===== config.mk =====
export PLATFORM = sky130hd
export DESIGN_NAME = rr_arb_4
export DESIGN_NICKNAME = d
export VERILOG_FILES = /design/src/rtl/arb_pkg.sv /design/src/rtl/rr_pick_4.sv /design/src/rtl/rr_arb_4.sv
export SDC_FILE = /design/constraint.sdc
export NUM_CORES = 1
export LEC_CHECK = 0
export ABC_AREA = 1
export ABC_CLOCK_PERIOD_IN_PS = 3700
export CAP_MARGIN = 20
export CORE_ASPECT_RATIO = 0.7
export CORE_UTILIZATION = 30
export DETAILED_ROUTE_END_ITERATION = 16
export PLACE_DENSITY_LB_ADDON = 0.15
export SYNTH_ARGS = -nofsm -noshare
export SYNTH_HDL_FRONTEND = slang
export SYNTH_SLANG_ARGS = --single-unit
export TNS_END_PERCENT = 100

===== constraint.sdc =====
create_clock -name clk -period 3.7 [get_ports clk]
set_input_delay 0.37 -clock clk [delete_from_list [all_inputs] [get_ports clk]]
set_output_delay 0.37 -clock clk [all_outputs]
set_load 0.02 [all_outputs]

===== src/rtl/arb_pkg.sv =====
// Shared types and widths for the four-way round-robin arbiter.
// Imported by the arbiter FSM and its rotate-priority picker.
package arb_pkg;

  localparam int N_REQ  = 4;
  localparam int IDX_W  = 2;
  localparam int HOLD_W = 8;

  typedef enum logic {
    IDLE,
    BUSY
  } arb_state_t;

endpackage


===== src/rtl/rr_pick_4.sv =====
// Rotate-priority picker: first set request at or after ptr, mod 4.
// Purely combinational; feeds the arbiter FSM.
module rr_pick_4
  import arb_pkg::*;
(
  input  logic [N_REQ-1:0] req,
  input  logic [IDX_W-1:0] ptr,
  output logic [IDX_W-1:0] pick_idx,
  output logic [N_REQ-1:0] pick_oh,
  output logic             any
);

  logic [2*N_REQ-1:0] dbl;
  logic [N_REQ-1:0]   rot;
  logic [IDX_W-1:0]   off;

  assign dbl = {req, req} >> ptr;
  assign rot = dbl[N_REQ-1:0];
  assign any = |req;

  // Lowest rotated index wins, so a priority decode is required here.
  always_comb begin
    off = '0;
    priority case (1'b1)
      rot[0]: off = 2'd0;
      rot[1]: off = 2'd1;
      rot[2]: off = 2'd2;
      rot[3]: off = 2'd3;
      default: off = '0;
    endcase
  end

  assign pick_idx = off + ptr;

  always_comb begin
    pick_oh = '0;
    if (any) pick_oh[pick_idx] = 1'b1;
  end

endmodule


===== src/rtl/rr_arb_4.sv =====
// Round-robin arbiter for four requesters with grant hold limit.
// Grants are held until done, owner drop, or forced preemption.
module rr_arb_4
  import arb_pkg::*;
#(
  parameter int unsigned MAX_HOLD = 8
) (
  input  logic             clk,
  input  logic             rst_n,
  input  logic [N_REQ-1:0] req,
  input  logic             done,
  output logic [N_REQ-1:0] gnt,
  output logic [IDX_W-1:0] gnt_idx,
  output logic             gnt_valid,
  output logic             preempt
);

  localparam logic [HOLD_W-1:0] HOLD_LAST =
    (MAX_HOLD == 0) ? '0 : HOLD_W'(MAX_HOLD - 1);
  localparam logic LIM_EN = (MAX_HOLD != 0);

  arb_state_t        state_q;
  logic [IDX_W-1:0]  ptr_q;
  logic [HOLD_W-1:0] hold_q;
  logic [N_REQ-1:0]  gnt_q;
  logic [IDX_W-1:0]  idx_q;
  logic              vld_q;
  logic              pre_q;

  logic [IDX_W-1:0]  pick_idx;
  logic [N_REQ-1:0]  pick_oh;
  logic              pick_any;

  logic rel_done;
  logic rel_drop;
  logic rel_lim;
  logic release_d;

  rr_pick_4 u_pick (
    .req      (req),
    .ptr      (ptr_q),
    .pick_idx (pick_idx),
    .pick_oh  (pick_oh),
    .any      (pick_any)
  );

  always_comb begin
    rel_done  = done;
    rel_drop  = ~req[idx_q];
    rel_lim   = LIM_EN && (hold_q == HOLD_LAST);
    release_d = rel_done | rel_drop | rel_lim;
  end

  always_ff @(posedge clk or negedge rst_n) begin
    if (!rst_n) begin
      state_q <= IDLE;
      ptr_q   <= '0;
      hold_q  <= '0;
      gnt_q   <= '0;
      idx_q   <= '0;
      vld_q   <= 1'b0;
      pre_q   <= 1'b0;
    end else begin
      pre_q <= 1'b0;
      unique case (state_q)
        IDLE: begin
          if (pick_any) begin
            state_q <= BUSY;
            gnt_q   <= pick_oh;
            idx_q   <= pick_idx;
            vld_q   <= 1'b1;
            hold_q  <= '0;
          end
        end
        BUSY: begin
          if (release_d) begin
            state_q <= IDLE;
            ptr_q   <= idx_q + 2'd1;
            gnt_q   <= '0;
            idx_q   <= '0;
            vld_q   <= 1'b0;
            hold_q  <= '0;
            // Forced end only when nothing else would have released.
            pre_q   <= rel_lim & ~rel_done & ~rel_drop;
          end else if (hold_q != '1) begin
            hold_q <= hold_q + 1'b1;
          end
        end
        default: state_q <= IDLE;
      endcase
    end
  end

  assign gnt       = gnt_q;
  assign gnt_idx   = idx_q;
  assign gnt_valid = vld_q;
  assign preempt   = pre_q;

endmodule


### Word level (Yosys, flattened, before mapping)

Index checks and enable logic that the tools add are counted.
Widths: inputs -> output; s select.

| operators by class | value |
|---|---|
| add/sub/neg operators | 3 |
| divide/modulo/power cells | 0 |
| multipliers | 0 |
| equal/unequal tests | 5 |
| shift-type cells | 1 |
| $lt $le $gt $ge | 3 |
| multiplexer cells | 26 |
| bitwise operators | 7 |
| reductions and logical operators | 5 |

Operators with widths:

| operator | count |
|---|---|
| $mux 8 | 3 |
| $pmux 8 s2 | 1 |
| $mux 2 | 6 |
| $add 8x1->8 const B | 1 |
| $eq 8x3->1 const B | 1 |
| $mux 1 | 8 |
| $mux 4 | 2 |
| $ne 8x8->1 const B | 1 |
| $pmux 4 s2 | 1 |
| $shr 8x2->4 | 1 |
| $lt 2x3->1 const B | 2 |
| $reduce_and 2->1 | 3 |
| $pmux 1 s2 | 2 |
| $pmux 2 s2 | 1 |
| $reduce_or 4->1 | 1 |
| $ne 3x1->1 const B | 1 |
| $not 1->1 | 3 |
| $add 2x1->2 const B | 1 |
| $add 2x2->2 | 1 |
| $and 1x1->1 | 2 |
| $bmux 1 s2 | 1 |
| $demux 1 s2 | 1 |
| $ge 2x1->1 const B | 1 |
| $ne 2x1->1 const B | 1 |
| other kinds (3) | 4 |

| storage, ports and cells | value |
|---|---|
| word-level logic and storage cells | 57 |
| memories | 0 |
| bits in writable memories | 0 |
| latch bits | 0 |
| flip-flop bits (word level) | 19 |
| input port bits | 7 |
| output and inout port bits | 8 |
| ROM bits | 0 |

### Logic depth before layout (Yosys ltp)

Gate-level depths: netlist of the first run.

| logic depth | value |
|---|---|
| depth in word-level cells | 12 |
| gate-level depth with buffers | 12 |
| gate-level depth less buffers | 12 |

### Modules after synthesis

From an unflattened synthesis of the first run, not the netlist that was laid out.

| second synthesis, totals | value |
|---|---|
| cells, all modules | 175 |
| area total of the unflattened synthesis | 1266.2 um^2 |

Modules (own cells, without submodules):

| module | cells an instance | seq. area each (um^2) | area each (um^2) | instances |
|---|---|---|---|---|
| rr_arb_4 | 131 | 475.5 | 1044.8 | 1 |
| rr_pick_4 | 44 | 0.0 | 221.5 | 1 |

### Worst setup path after synthesis of the first run

OpenSTA, ideal clock, no wires.

| timing path | value |
|---|---|
| path type | register to register |
| start point | reg ptr_q[1] |
| end point | reg gnt_q[1] (netlist: gnt[1]) |
| setup time | 0.076 ns |
| clock period less this slack | 1.555 ns |
| cell stages (with the launch flop) | 11 |
| arrival time | 1.478 ns |
| slack | 2.145 ns |
| data required time | 3.624 ns |
| path buffers | 1 |
| cells stage by stage | dfrtp_1 > buf_2 > inv_1 > nand3_1 > nand2_1 > a21boi_0 > ha_1 > inv_1 > nor2_1 > inv_1 > o21ai_1 |

| on the way | value |
|---|---|
| cells in the longest elaborated chain, start to end | 12 |
| elaborated cells on any way between the ends | 13 |
| those cells by class | 1 x add/sub; 2 x order compare; 1 x shift; 8 x mux; 1 x reduce/logical |

Ends and longest elaborated chain:

| item | RTL line | RTL |
|---|---|---|
| start, declared | rr_arb_4.sv:23 | `logic [IDX_W-1:0] ptr_q;` |
| start signal, assigned | rr_arb_4.sv:78 | `ptr_q <= idx_q + 2'd1;` |
| $shr 8x2->4 | rr_pick_4.sv:17 | `assign dbl = {req, req} >> ptr;` |
| $mux 2 (4 in series) | rr_pick_4.sv:24 | `priority case (1'b1)` |
| $add 2x2->2 (*) | rr_pick_4.sv:33 | `assign pick_idx = off + ptr;` |
| $lt 2x3->1 (implied by the code) / $ge 2x1->1 (equally long branches) | rr_pick_4.sv:37 | `if (any) pick_oh[pick_idx] = 1'b1;` |
| $logic_and 1x1->1 (implied by the code) | rr_pick_4.sv:37 |  |
| $mux 1 (implied by the code) | rr_pick_4.sv:37 |  |
| $demux 1 s2 (*) | - |  |
| $mux 4 (*) | rr_arb_4.sv:67 | `if (pick_any) begin` |
| $pmux 4 s2 (*) | rr_arb_4.sv:65 | `unique case (state_q)` |
| end signal, assigned | rr_arb_4.sv:69 | `gnt_q <= pick_oh;` |
| end, declared | rr_arb_4.sv:25 | `logic [N_REQ-1:0] gnt_q;` |

Mark *: on every way between the ends. The rest lies on a longest branch, timed or not. The select of a mux whose other input is x is not followed.
A chain may end at the register's enable or synchronous reset.

### Final worst setup path of the first run

| timing path | value |
|---|---|
| start point | in req[2] |
| end point | reg idx_q[1] (netlist: gnt_idx[1]) |

| on the way | value |
|---|---|
| cells in the longest elaborated chain, start to end | 8 |
| elaborated cells on any way between the ends | 17 |
| those cells by class | 1 x add/sub; 2 x eq/ne; 1 x shift; 8 x mux; 3 x bitwise; 2 x reduce/logical |

Ends and longest elaborated chain:

| item | RTL line | RTL |
|---|---|---|
| start, declared | rr_arb_4.sv:10 | `input logic [N_REQ-1:0] req,` |
| $shr 8x2->4 | rr_pick_4.sv:17 |  |
| $mux 2 (4 in series) | rr_pick_4.sv:24 |  |
| $add 2x2->2 | rr_pick_4.sv:33 |  |
| $mux 2 | rr_arb_4.sv:67 |  |
| $pmux 2 s2 | rr_arb_4.sv:65 |  |
| end signal, assigned | rr_arb_4.sv:70 | `idx_q <= pick_idx;` |
| end, declared | rr_arb_4.sv:26 | `logic [IDX_W-1:0] idx_q;` |

Several ways; a longest one is shown, not always the timed one. The select of a mux whose other input is x is not followed.

==> results of run 1 <==
[layer usage]
metal | up-vias | track usage
li1 | 554 | -
met1 | 509 | 0.1929
met2 | 28 | 0.2039
met3 | 4 | 0.04000
met4 | 0 | 0.03846
met5 | - | 0
[power breakdown]
group	leakage [nW]	switching (mW)	internal (mW)
combinational	0.381	0.276	0.166
clock	0.0228	0.0709	0.0767
sequential	0.252	0.0633	0.256
[cell usage after synthesis, types with 2 or more instances]
cell     count
o21ai_0      2
nand2_1     50
nand4_1      2
dfrtp_1     19
inv_1       18
ha_1         2
o21ai_1      8
nand2_2      3
nor2_1       9
nor3_1       5
xor2_1       5
nand3_1     26
[cell type report]
cell class,instances,area [µm²],area share
multi-input cells,122,608.1,0.4335
inverters,19,71.32,0.05085
repair buffers,14,140.1,0.09991
clock buffers,4,45.04,0.03211
well taps,50,62.56,0.04460
flip-flops and latches,19,475.5,0.3390
[cells by family after synthesis]
family | after synthesis | share of synthesized area
XOR/XNOR | 6 | 0.04473
adder cells (fa/ha/maj) | 2 | 0.02130
buffers and inverters | 21 | 0.07773
flip-flops | 19 | 0.4047
AO/OA/AOI/OAI | 13 | 0.05964
AND/OR/NAND/NOR | 101 | 0.3919
[registers in the layout (all words and copies together) (netlist names)]
signal and flops:
gnt 4, gnt_idx 2, gnt_valid 1, hold_q 8, preempt 1, ptr_q 2, state_q 1
[layout by cell type, fill, tap and decap left out]
cell type | Yosys | final
nand3b_1 | 1 | 1
nor3_2 | 1 | 1
or2_2 | 1 | 1
clkdlybuf4s50_1 | 0 | 14
ha_1 | 2 | 2
xor2_1 | 5 | 5
nor3_1 | 5 | 5
inv_1 | 18 | 18
inv_2 | 1 | 1
nor2_1 | 9 | 9
nand3_1 | 26 | 26
nand4_1 | 2 | 2
a21boi_0 | 1 | 1
nand2_2 | 3 | 3
nand2_1 | 50 | 50
nor2_4 | 1 | 1
o211ai_1 | 1 | 1
clkbuf_1 | 0 | 1
o21ai_1 | 8 | 8
and2_1 | 1 | 1
dfrtp_1 | 19 | 19
o21ai_0 | 2 | 2
clkbuf_8 | 0 | 3
nand2_4 | 1 | 1
xnor2_1 | 1 | 1
a21oi_1 | 1 | 1
[critical path, stage by stage]
cell             delay [ns]
clkdlybuf4s50_1        0.53
nand2_1                0.09
nand3_1                0.10
nand2_1                0.12
a21boi_0               0.20
ha_1                   0.19
inv_1                  0.04
nand3_1                0.07
nand2_1                0.11
nand2_1                0.10
nand2_1                0.06
[path summary, 6_finish.rpt]
path                                    to  depth (start not counted)       from
worst max-delay path            gnt_idx[1]                         11     req[2]
worst min-delay path             gnt_valid                          2  gnt_valid
worst max register to register  gnt_idx[1]                         12   ptr_q[0]
worst min register to register   gnt_valid                          2  gnt_valid
max in group asynchronous          preempt                          1      rst_n
min in group asynchronous           gnt[3]                          1      rst_n
==> key figures, run 1 <==
Detailed routing
  – WL met2: slightly above 1 mm
  – DRT iter0 DRCs: 48
  – Pre-antenna DRT Iters: 4
  – Max Used Layer: met4
  – DR vias: approximately 1,100
  – Met3 wire len: 154 µm
  – DRC: 0
  – WL met1: ~1.4 mm
  – Post-Route WL: between 2 and 3 mm
  – Routed vias/inst: around 4.8
  – WL per Instance: 11.32 µm
  – ANT nets after route: 0

STA
  – Final worst-path cycle share: 0.4979
  – Fmax: about 540 MHz
  – WHS: about 0.48 ns
  – Final hold vios: 0
  – Slew Limit Fails: 0
  – Unrepaired setup endpoints after global routing: no
  – Final setup viols: 0
  – Worst Max-Slew Pin Slew: 0.8584 ns
  – Final WS setup: approximately 1.9 ns
  – Fin crit period: ~1.8 ns
  – Setup_tns: 0 ns
  – Post-Route Skew: 0.002026 ns
  – Rel. slew slack: 0.4259

Synthesis
  – Cell taking the most area after synthesis: dfrtp_1
  – Ranking of synthesized cells by area: dfrtp_1 (40%), nand2_1 (16%), nand3_1 (11%), inv_1 (5.8%), xor2_1 (3.7%)
  – Synth Instances: between 150 and 200
  – Mapped Avg Cell Area: between 7 and 8 µm²
  – Register area share after synthesis: 0.4047
  – #FFs+latches synth: 19
  – Ys Warns: 0
  – Yosys cell types: 25
  – Prevailing post-synth register cell: dfrtp_1
  – Post-synth EDFFs: 0
  – Synthesized Nets: 171
  – Area share of the largest cell type after synthesis: 0.4047
  – Synth async-reset ratio: 1.000
  – Mapped Area: 1175 µm²

Die
  – Initial Util: 0.3240
  – I/O pins: 15
  – Die height: roughly 54 µm
  – Die X: 76.80 µm
  – Core Region: approximately 3600 µm²
  – Die Footprint: around 4200 µm²
  – Row cnt: 18

Clock network
  – Clock root buffer: clkbuf_8
  – Clock buffer depth: 2
  – CTS sink count: 19
  – Worst-skew pair later-pin latency: about 0.26 ns
  – Inserted Clock Buffers: 3
  – CTS resizes: 0
  – Htree depth: 1
  – Setup bufs post-CTS: 0
  – CTS tree: yes
  – Hold Buf Count CTS: 0
  – Worst-path clk slew: ~0.07 ns

Setup path
  – Critical path type: in2reg
  – Worst setup SP type: input pin
  – Reg2reg setup slack: roughly 1.9 ns
  – Required @ worst endpoint: 3.85 ns
  – Crit path DAT: between 1.5 and 2 ns
  – Critical Path Sink Type: flop
  – Worst Path Max Fanout: 5

Power
  – Leakage power total: around 0.66 nW
  – Worst vdd ir: about 0.00022 V
  – PD cells: 648.3 nW/µm²
  – Final Power: about 900 µW

Place
  – IO Port Bufs: 14
  – Placed insts: between 200 and 250
  – Dpl ws: roughly 1.6 ns
  – GPL Wtd Cong: 0.8507
  – DP HPWL: roughly 2.0 mm
  – Placement Cell Area: around 1400 µm²

GRT
  – Initial antenna violation count: 0
  – Number of global-route vias before repair: slightly above 900
  – Gr usage total: 0.1370
  – Largest net degree at the start of global routing: 20
  – Grt ovf: 0
  – First-pass GRT wire length: around 4.3 mm

Worst hold path
  – HP Class: reg2reg

Layout
  – Fin cells: around 230
  – Fin util: 0.3868
  – Layout cells sized above 1: 0.06180
  – Fillers: around 380
  – Fin nets: ~190
  – Ant diodes: 0
  – Area grow syn2layout: 19.38%
  – Design Area, Final: around 1400 µm²

Status
  – Outcome: completed

Run
  – Max-cap violations: 0
(Power assumes the default switching activity.)
==> run 2: changes to the inputs <==
Settings changed: ABC_CLOCK_PERIOD_IN_PS 3700 to 1900.
Clock period 3.7 ns to 1.9 ns, I/O delays scaled along.
==> run 2 against run 1 <==
Net effect:
- worst hold slack got worse by 0.21 ns
- via count fell by 1.7%
- sequential cell count stayed put
- design area grew 5.4%
- sequential power is 95% higher
- clock skew about the same
- final cell count is 3.9% higher
- setup slack worse by 1.7 ns
- global-route usage up 0.51 points
- die area is the same
- critical path type is now reg2reg
- largest power group unchanged
- highest routed layer unchanged
==> key figures, run 2 (synthesized netlist as in run 1, its figures left out) <==
Status
  – Outcome: completed

STA
  – Fmax: 585.1 MHz
  – Slew Limit Fails: 0 (unchanged)
  – Worst Max-Slew Pin Slew: 0.2538 ns (-0.6046 ns)
  – Fin crit period: approximately 1.7 ns
  – Rel. slew slack: 0.8308 (+0.4049)
  – Final setup viols: 0 (unchanged)
  – Final WS setup: 0.1909 ns (-1.667 ns)
  – Final hold vios: 0 (unchanged)
  – Unrepaired setup endpoints after global routing: no
  – Final worst-path cycle share: 0.8995
  – Post-Route Skew: 0.001793 ns (-0.0002336 ns)

Worst hold path
  – HP Class: in2async

GRT
  – Initial antenna violation count: 0 (unchanged)
  – Gr usage total: 0.1422 (+0.005124)
  – Number of global-route vias before repair: 945 (+4.2%)
  – First-pass GRT wire length: 4.512 mm (+5.0%)
  – Grt ovf: 0 (unchanged)
  – Largest net degree at the start of global routing: 20 (unchanged)

Die
  – I/O pins: 15 (unchanged)
  – Die Footprint: 4175 µm² (unchanged)
  – Die height: 54.36 µm (unchanged)
  – Row cnt: 18 (unchanged)
  – Die X: 76.80 µm (unchanged)
  – Initial Util: 0.3240 (unchanged)
  – Core Region: 3626 µm² (unchanged)

Detailed routing
  – Pre-antenna DRT Iters: 4 (unchanged)
  – WL per Instance: 10.90 µm (-3.8%)
  – ANT nets after route: 0 (unchanged)
  – Post-Route WL: 2.583 mm (about the same)
  – DRC: 0 (unchanged)
  – DRT iter0 DRCs: 35 (-27%)
  – DR vias: 1,076 (-1.7%)
  – Routed vias/inst: 4.540 (-5.5%)

Layout
  – Max FFs per register: 8 (unchanged)
  – Multi-input logic area: 614.3 µm² (+1.0%)
  – Layout cells sized above 1: 0.1176 (+0.05585)
  – Register area: 476.7 µm² (+0.26%)
  – Area grow syn2layout: 25.88%
  – Most common library cell in the layout ignoring fill and taps: nand2_1
  – Design Area, Final: 1479 µm² (+5.4%)
  – Commonest cells after routing, fill and taps aside: nand2_1 (50), nand3_1 (26), inv_1 (18), dfrtp_1 (18), clkdlybuf4s50_1 (14)
  – Fin util: 0.4079 (+0.02105)
  – Fin nets: 197 (+4.8%)
  – Fin cells: 237 (+3.9%)
  – Fillers: 380 (+1.3%)
  – Largest register by flop count: hold_q
  – Ant diodes: 0 (unchanged)

Clock network
  – CTS tree: yes
  – Clock buffer depth: 2 (unchanged)
  – Worst-path clk slew: 0.07 ns (about the same)
  – Inserted Clock Buffers: 3 (unchanged)
  – Worst-skew pair later-pin latency: 0.25 ns (about the same)
  – CTS sink count: 19 (unchanged)
  – Hold Buf Count CTS: 0 (unchanged)
  – Htree depth: 1 (unchanged)
  – Clock root buffer: clkbuf_8

Power
  – Final Power: 1.865 mW (+110%)
  – Leakage power total: 0.7023 nW (+7.1%)
  – Worst vdd ir: 0.0004577 V (+110%)
  – PD cells: 1261 nW/µm² (+95%)

Place
  – Placement Cell Area: 1418 µm² (+4.4%)
  – Dpl ws: -0.0002753 ns (-1.577 ns)
  – Placed insts: 232 (+3.6%)
  – DP HPWL: 2.011 mm (+0.24%)
  – IO Port Bufs: 14 (unchanged)
  – GPL Wtd Cong: 0.8258 (-2.9%)

Setup path
  – Reg2reg setup slack: 0.19 ns (-1.72 ns)
  – Worst Path Max Fanout: 7 (+2)
  – RR Endpoint: gnt[1]
  – Startpoint of the worst setup timing path: ptr_q[1]
  – CP Capture Point: gnt[1]
  – Critical path type: reg2reg
  – Critical Path Sink Type: flop
  – FF-to-FF path depth: 9 (-3)
  – R2R Path Start: ptr_q[1]
  – Worst setup SP type: flop
  – Crit path DAT: 1.90 ns (-0.09 ns)
  – Required @ worst endpoint: 2.09 ns (-1.76 ns)

Run
  – Max-cap violations: 0 (unchanged)
==> run 2: cell types whose count changed in the layout (fill, tap and decap cells not counted) <==
cell      previous run  this run
clkbuf_1             1         0
clkinv_2             0         1
buf_4                0         9
nor3_2               1         0
nor3_4               0         1
dfrtp_2              0         1
a21boi_1             0         1
dfrtp_1             19        18
a21boi_0             1         0
==> run 2: stage by stage <==
stage          hold WS (ns)    TNS [ns]
2_1_floorplan       -0.1056           0
3_3_place_gp         0.4628   -0.004456
3_5_place_dp         0.4628  -0.0002753
4_1_cts              0.2770           0
5_1_grt              0.2868           0
6_report             0.2655           0
==> run 2: worst max-delay path: stages, from the launching register on <==
cell and delay [ns]:
dfrtp_1 0.48, inv_1 0.15, nand3_1 0.13, nand2_1 0.07, a21boi_1 0.13, ha_1 0.27, inv_1 0.05, nor2_1 0.13
inv_1 0.09, o21ai_1 0.13
==> run 2: where the power goes <==
part | internal, mW | switching (mW) | leakage, nW
combinational | 0.400 | 0.558 | 0.426
clock | 0.146 | 0.137 | 0.0255
sequential | 0.502 | 0.123 | 0.251
total | 1.05 | 0.818 | 0.702
==> run 2: cell type report <==
cell class,instances,area share
tap,50,0.04230
clock inverter,1,0.003384
multi-input combinational,122,0.4154
clock buffer,3,0.02792
inverter,19,0.04822
timing repair buffer,23,0.1404
sequential,19,0.3223
==> run 2: metal layers <==
metal / vias to the layer above / part of all wire / track usage
met5: - / 0 / 0
met4: 0 / 0.0046 / 0.02885
met3: 2 / 0.035 / 0.04000
met2: 23 / 0.39 / 0.2054
met1: 478 / 0.57 / 0.2085
li1: 573 / - / -
==> run 2: worst min path at each step <==
stage	startpoint	end	slack [ns]	cells after the start
floorplan	rst_n	gnt[0]	-0.11	0
global placement	gnt_valid	gnt_valid	0.46	2
detailed placement	gnt_valid	gnt_valid	0.46	2
CTS	rst_n	hold_q[2]	0.28	2
global route	rst_n	gnt[2]	0.29	2
finish	rst_n	gnt[3]	0.27	2
==> run 2: what timing repair did <==
action | CTS | global route
setup endpoints to repair | 0 | 7
setup buffers | 0 | 1
gates resized for setup | 0 | 3
==> run 3: changes to the inputs <==
Settings changed: CORE_UTILIZATION 30 to 54.
==> run 3 against run 2 <==
Net effect:
- via count increased by 3.6%
- critical path depth is the same
- final cell count fell by 14%
- sequential share of layout area increased by 1.9 points
- utilization rose by 31 points
- combinational power decreased by 2%
- largest cell class unchanged
- largest power group unchanged
==> key figures, run 3 (synthesized netlist as in run 1, its figures left out) <==
STA
  – Worst Max-Slew Pin Slew: 0.2445 ns (-0.009346 ns)
  – Final hold vios: 0 (unchanged)
  – Final worst-path cycle share: 0.9132 (+0.01367)
  – Fmax: 576.3 MHz (-1.5%)
  – Setup_tns: 0 ns (unchanged)
  – Fin crit period: 1.735 ns (+0.02597 ns)
  – Slew Limit Fails: 0 (unchanged)
  – Final setup viols: 0 (unchanged)
  – Unrepaired setup endpoints after global routing: no
  – Rel. slew slack: 0.8370 (+0.006231)
  – Post-Route Skew: 0.002891 ns (+0.001098 ns)

Layout
  – Ant diodes: 0 (unchanged)
  – Most common library cell in the layout ignoring fill and taps: nand2_1
  – Largest register by flop count: hold_q
  – Design Area, Final: 1395 µm² (-5.7%)
  – Area grow syn2layout: 18.74%
  – Fin nets: 193 (-2.0%)
  – Fin util: 0.7147 (+0.3069)
  – Max FFs per register: 8 (unchanged)
  – Commonest cells after routing, fill and taps aside: nand2_1 (50), nand3_1 (26), inv_1 (18), dfrtp_1 (18), clkdlybuf4s50_1 (14)
  – Layout cells sized above 1: 0.09836 (-0.01929)

Die
  – Row cnt: 13 (-5)
  – Die X: 57.75 µm (-25%)
  – Initial Util: 0.6019 (+0.2779)
  – I/O pins: 15 (unchanged)
  – Die Footprint: 2369 µm² (-43%)
  – Core Region: 1952 µm² (-46%)
  – Die height: 41.03 µm (-25%)

Power
  – Leakage power total: 0.6745 nW (-4.0%)
  – Psw: 801.9 µW (-2.0%)
  – PD cells: 1258 nW/µm² (-0.25%)
  – Flop pwr share: 0.345 (+0.010)
  – Worst vdd ir: 0.0008245 V (+80%)
  – Sw Share: 0.4568 (+0.01814)
  – Clock power frac: 0.121 (-0.030)
  – Combinational Power Share: 0.535 (+0.021)
  – Internal: 953.4 µW (-8.9%)

Status
  – Outcome: completed

Setup path
  – Critical Path Sink Type: flop
  – Worst Path Max Fanout: 7 (unchanged)
  – Critical path type: reg2reg
  – Required @ worst endpoint: 2.11 ns (+0.02 ns)
  – Crit path DAT: 1.94 ns (+0.04 ns)
  – Worst setup SP type: flop

GRT
  – Grt ovf: 0 (unchanged)
  – Largest net degree at the start of global routing: 20 (unchanged)
  – Initial antenna violation count: 0 (unchanged)
  – Gr usage total: 0.2588 (+0.1167)
  – Number of global-route vias before repair: 964 (+2.0%)
  – First-pass GRT wire length: 4.360 mm (-3.4%)

Clock network
  – Clock buffer depth: 2 (unchanged)
  – Setup bufs post-CTS: 0 (unchanged)
  – Htree depth: 1 (unchanged)
  – CTS sink count: 19 (unchanged)
  – Worst-path clk slew: 0.11 ns (+0.04 ns)
  – Worst-skew pair later-pin latency: 0.31 ns (+0.06 ns)
  – Hold Buf Count CTS: 0 (unchanged)
  – Clock root buffer: clkbuf_4
  – CTS tree: yes
  – Inserted Clock Buffers: 3 (unchanged)

Detailed routing
  – Routed vias/inst: 5.439 (+20%)
  – Pre-antenna DRT Iters: 9 (+5)
  – DR vias: 1,115 (+3.6%)
  – Post-Route WL: 2.494 mm (-3.4%)
  – DRC: 0 (unchanged)
  – ANT nets after route: 0 (unchanged)
  – WL per Instance: 12.17 µm (+12%)
  – DRT iter0 DRCs: 41 (+17%)

Run
  – Max-cap violations: 0 (unchanged)

Worst hold path
  – HP Class: in2async

Place
  – IO Port Bufs: 14 (unchanged)
  – GPL Wtd Cong: 0.8469 (+2.6%)
  – DP HPWL: 1.918 mm (-4.6%)
  – Placement Cell Area: 1360 µm² (-4.1%)
## run 3: worst max-delay path: stages, from the launching register on
cell and delay, ns:
dfrtp_1 0.42, ha_1 0.26, nand2_1 0.14, nor3_4 0.26
nor2_4 0.06, nand2_2 0.11, nand2_4 0.09, buf_4 0.16
nand2_1 0.06, o21ai_1 0.06
## run 3: stage by stage
step	setup slack, ns	total power, mW	hold slack, ns	std cells
floorplan	0.3453	1.251	-0.1056	162
global placement	0.05496	1.516	0.4590	201
detailed placement	0.05190	1.536	0.4667	201
CTS	0.1100	1.755	0.2194	205
global route	0.02677	1.928	0.2261	205
finish	0.1649	1.755	0.2104	205
## run 3: path summary, 6_finish.rpt
check	slack, ns	startpoint	end	depth (start not counted)
worst max-delay path	0.16	hold_q[0]	gnt[0]	9
worst min-delay path	0.21	rst_n	gnt[0]	2
worst max register to register	0.16	hold_q[0]	gnt[0]	9
worst min register to register	0.49	gnt[2]	gnt[2]	2
max in group asynchronous	1.47	rst_n	ptr_q[0]	2
min in group clk	0.49	gnt[2]	gnt[2]	2
## run 3: final cells by class
type / instances / area, µm²
Clock buffer: 3 / 22.52
Clock inverter: 1 / 5.005
Fill cell: 171 / 556.8
Inverter: 19 / 71.32
Multi-Input combinational cell: 122 / 614.3
Sequential cell: 19 / 476.7
Tap cell: 22 / 27.53
Timing Repair Buffer: 19 / 177.7
## run 3: what timing repair did
action | 4_1_cts | 5_1_grt
gates resized for setup | 0 | 2
hold endpoints to repair | 0 | 0
setup endpoints to repair | 0 | 6
## run 3: power by group through the flow
stage	sequential [mW]	combinational, mW	clock, mW
4_1_cts	0.601	0.940	0.214
3_5_place_dp	0.608	0.929	0
2_1_floorplan	0.643	0.608	0
6_report	0.605	0.939	0.212
3_3_place_gp	0.602	0.914	0
5_1_grt	0.619	1.07	0.234
## run 3: layer usage
metal / wire length [µm] / GRT usage / up-vias / share of wire
met5: 0 / 0 / - / 0
met4: 19 / 0.05357 / 0 / 0.0076
met3: 146 / 0.06940 / 4 / 0.059
met2: 1047 / 0.4215 / 40 / 0.42
met1: 1280 / 0.3547 / 501 / 0.51
li1: - / - / 570 / -
==> RTL change 1, RTL diff (config.mk and constraints of run 3) <==
Set the package constant `N_REQ` to 6 (it was 4).
--- a/src/rtl/arb_pkg.sv
+++ b/src/rtl/arb_pkg.sv
@@ -3,5 +3,5 @@
 package arb_pkg;
 
-  localparam int N_REQ  = 4;
+  localparam int N_REQ  = 6;
   localparam int IDX_W  = 2;
   localparam int HOLD_W = 8;
Interface: changed (resized gnt and req); port bits go from 15 to 19. The function was not compared with the original's and may differ.
==> RTL change 1 against run 3 <==
Critical path depth grew 3; final area grew 14%; count of clock-buffer cells in the layout is the same; sequential power grew 2%; synthesized cell count grew 12%; synthesized area grew 5.9%; power grew 13%; sequential cell count is the same; routed wire length grew 13%; clock power is essentially flat; die area grew 5.6%; setup slack lost 0.081 ns; critical endpoint is now gnt_idx[1]; largest cell class unchanged; highest routed layer unchanged.
==> RTL change 1: results (changes against run 3) <==
status=completed (unchanged); Worst-Skew Late Latency=0.31 ns (about the same); Post-Synthesis Mean Instance Area=6.83 sq um (was 7.25 sq um); Routed WL=2820 um (was 2490 um); Crit path max-delay family=simple AND/OR/NAND/NOR gates (unchanged); XOR/XNOR Fraction of Synth Area=0.0423 (was 0.0447); hold_ws=0.205 ns (was 0.210 ns); seq_cells=19 (unchanged); number of non-clock buffers=28 (was 19); Leak=0.815 nW (was 0.674 nW); NonClk Buf Share=0.165 (was 0.127); First DRT Iteration DRCs=79 (was 41); Vias/cell=4.99 (was 5.44); Synthesis Warnings=0 (unchanged); Reg area=478 sq um (was 477 sq um); Well Taps=32 (was 22); Non-CTS inverters=31 (was 19); CP max-delay cell=dfrtp_2 (was dfrtp_1); CTS max path bufs=2 (unchanged); sw frac=0.459 (was 0.457); DP Wirelength=2110 um (was 1920 um); critical path arrival=2.03 ns (was 1.94 ns); Post-DP Area=1490 sq um (was 1360 sq um); R2R Path Start=ptr_q[0] (was hold_q[0]); clk_skew=0.00547 ns (was 0.00289 ns); sequential share of the synthesized area=0.382 (was 0.405); HP Class=in -> async (unchanged); PortBufs=16 (was 14); clk cell area share=0.0189 (was 0.0197); share of cells above drive strength 1=0.176 (was 0.0984); top cells by area, synth=dfrtp_1, nand2_1, nand3_1 (unchanged); area taken by multi-input logic gates=657 sq um (was 614 sq um); first-pass GRT wire length=4820 um (was 4360 um); CP peak stage delay=0.49 ns (was 0.42 ns); multi-input gate count=128 (was 122); Final #Nets=222 (was 193); drt first pass iters=4 (was 9); critical path peak fanout=8 (was 7); sequential power=0.619 mW (was 0.605 mW); Adder-Cell Fraction of Synth Area=0.0201 (was 0.0213); Worst R2R Setup Slack=0.08 ns (was 0.16 ns); Compound-Gate Fraction of Synth Area=0.0493 (was 0.0596); Worst Setup SP=ptr_q[0] (was hold_q[0]); synth cell count leaders=nand2_1, inv_1, nand3_1 (was nand2_1, nand3_1, dfrtp_1); Top reg by flops=hold_q (unchanged); Placed Instances=235 (was 201); placer congestion estimate=0.949 (was 0.847); post-layout util=0.738 (was 0.715); vias in the first global route=1061 (was 964); routed vias=1208 (was 1115); FF-to-FF End=gnt_idx[1] (was gnt[0]); Peak VDD IR=0.959 mV (was 0.824 mV); gr usage total=0.263 (was 0.259); fillers=173 (was 171)
-- RTL change 1: cell families (layout without fill, tap and decap cells) --
group | count (synthesis) | count (layout)
compound gates | 11 | 11
flops | 19 | 19
xor+xnor | 6 | 6
buf+inv | 36 | 63
fa+ha+maj | 2 | 2
simple gates | 107 | 107
other cells | 1 | 2
-- RTL change 1: what timing repair did --
item | CTS | global route
hold endpoints to repair | 0 | 0
setup buffers | 3 | 0
endpoints found under the setup margin | 5 | 5
pin swaps | 0 | 6
resized for setup | 3 | 11
-- RTL change 1: per-stage QoR --
step / power, mW / setup slack [ns]
after global placement: 1.57 / -0.0982
final: 1.99 / 0.0836
after detailed placement: 1.60 / -0.175
after global routing: 2.17 / -0.0187
after floorplan: 1.27 / 0.164
after CTS: 1.87 / 0.0387
-- RTL change 1: per-layer routing --
metal | GRT usage | part of all wire
met5 | 0 | 0
met1 | 0.423 | 0.51
met2 | 0.362 | 0.43
met4 | 0.0476 | 0.0039
met3 | 0.0556 | 0.056
==> RTL change 2, RTL diff (flow settings as in run 3) <==
Without the edit above. Make the reset (`rst_n`) synchronous in one clocked block.
--- a/src/rtl/rr_arb_4.sv
+++ b/src/rtl/rr_arb_4.sv
@@ -52,5 +52,5 @@
   end
 
-  always_ff @(posedge clk or negedge rst_n) begin
+  always_ff @(posedge clk) begin
     if (!rst_n) begin
       state_q <= IDLE;
Check against the original RTL: differs if rst_n is asserted again (counterexample within 4 cycles, from zero or initial values and one cycle with rst_n low); with rst_n held inactive, the same outputs for 10 cycles.
==> RTL change 2 against run 3 <==
Routed wire length grew 6.9%; synthesized area shrank 3.9%; sequential cell count is the same; first-iteration DRC count grew 78%; utilization grew 0.85 points; setup slack lost 0.033 ns; final area shrank 1.3%; critical path type unchanged; critical endpoint is now gnt[2].
Power is not compared: it rests on default switching activity, and its combinational part moved more than twofold at a synthesized area within 25%.
==> RTL change 2: results (changes against run 3) <==
status=completed (unchanged); R2R cell count=13 (was 9); Vias/cell=5.40 (was 5.44); main flop type after synthesis=dfxtp_1 (was dfrtp_1); gr usage total=0.241 (was 0.259); clk_skew=0.00148 ns (was 0.00289 ns); asr flop ratio synth=0 (was 1.00); synth cell count leaders=nand2_1, nand3_1, inv_1 (was nand2_1, nand3_1, dfrtp_1); main combinational cell family by area after synthesis=simple AND/OR/NAND/NOR gates (unchanged); vias in the first global route=932 (was 964); largest net degree at the start of global routing=13 (was 20); post-synth cell types=23 (was 25); drt first pass iters=4 (was 9); R2R Path Start=ptr_q[0] (was hold_q[0]); Routed WL=2670 um (was 2490 um); clock slew at reported path FFs=0.11 ns (about the same); combinational power share=0.360; First DRT Iteration DRCs=73 (was 41); cts bufs inserted=3 (unchanged); Synthesis Warnings=0 (unchanged); hold depth=2; most used cell, CP=nand3_1 (was nand2_1); placer congestion estimate=0.861 (was 0.847); Leak=approximately 0.65 nW; Worst-Skew Late Latency=~0.30 ns; n_diodes=0 (unchanged); critical path peak fanout=5 (was 7); XOR/XNOR Fraction of Synth Area=0.0466 (was 0.0447); max FFs per register=8 (unchanged); CTS max path bufs=2 (unchanged); Clk Tree Root Cell=clkbuf_4 (unchanged); CP max-delay cell=dfxtp_1 (was dfrtp_1); CP peak stage delay=0.33 ns (was 0.42 ns); min-delay src=gnt[1]; Setup CP Type=reg -> reg (unchanged); fillers=157 (was 171); HP Class=reg -> reg (was in -> async); mux cell area share after synthesis=0 (unchanged); dpl ws=-0.162 ns (was 0.0519 ns); sequential share of the synthesized area=0.337 (was 0.405); Crit path max-delay family=simple AND/OR/NAND/NOR gates (unchanged); Top reg by flops=hold_q (unchanged); PortBufs=14 (unchanged); share of cells above drive strength 1=0.130 (was 0.0984); Final #Nets=203 (was 193); Peak VDD IR=0.741 mV; syn nets=182 (was 171); Adder-Cell Fraction of Synth Area=0.0222 (was 0.0213); Compound-Gate Fraction of Synth Area=0.0643 (was 0.0596); H-tree depth=1 (unchanged); top cells by area, synth=dfxtp_1, nand2_1, nand3_1 (was dfrtp_1, nand2_1, nand3_1); Post-DP Area=1320 sq um (was 1360 sq um); first-pass GRT wire length=4080 um (was 4360 um); Rel. slew slack=0.735 (was 0.837); critical path arrival=1.98 ns (was 1.94 ns); DP Wirelength=1980 um (was 1920 um); NetSw=a little under 0.4 mW; initial antenna violation count=0 (unchanged)
-- RTL change 2: worst register-to-register path: stages, from the launching register on --
cell and delay (ns):
dfxtp_1 0.33, buf_4 0.15, nand2_1 0.07, nand3_1 0.09
nand2_2 0.09, nand3_1 0.09, a21boi_2 0.15, ha_2 0.20
xor2_2 0.15, inv_1 0.06, nand3_2 0.09, nand2_2 0.07
nand3_1 0.08, nand2_1 0.05
-- RTL change 2: final cells by class --
| cell class | count | area, sq um | area share |
|---|---|---|---|
| Tap cell | 22 | 27.5 | 0.0200 |
| Timing Repair Buffer | 19 | 178 | 0.129 |
| Multi-Input combinational cell | 127 | 664 | 0.483 |
| Clock inverter | 1 | 7.51 | 0.00545 |
| Sequential cell | 19 | 382 | 0.277 |
| Inverter | 24 | 95.1 | 0.0691 |
| Clock buffer | 3 | 22.5 | 0.0164 |
-- RTL change 2: path summary, 6_finish.rpt --
kind / slack [ns] / end
max: 0.13 / gnt[2]
max reg2reg: 0.13 / gnt[2]
min reg2reg: 0.45 / gnt[1]
min: 0.45 / gnt[1]
-- RTL change 2: per-stage QoR --
step / power [mW] / utilization / TNS, ns / cells
floorplan: 0.703 / - / 0 / 173
global placement: 0.824 / 0.693 / -0.263 / 211
detailed placement: 0.836 / 0.693 / -0.537 / 211
CTS: 1.05 / 0.709 / 0 / 215
global route: 1.13 / 0.723 / -0.116 / 215
finish: 1.06 / 0.723 / 0 / 215
-- RTL change 2: routing by layer --
metal  track usage  wire, um
met5             0         0
met1         0.343      1370
met4        0.0366        22
met3        0.0677       166
met2         0.374      1110
-- RTL change 2: what timing repair did --
| item | 4_1_cts | 5_1_grt |
|---|---|---|
| setup buffers | 0 | 0 |
| gates resized for setup | 0 | 9 |
| hold buffers | 0 | 0 |
| endpoints found under the setup margin | 0 | 6 |
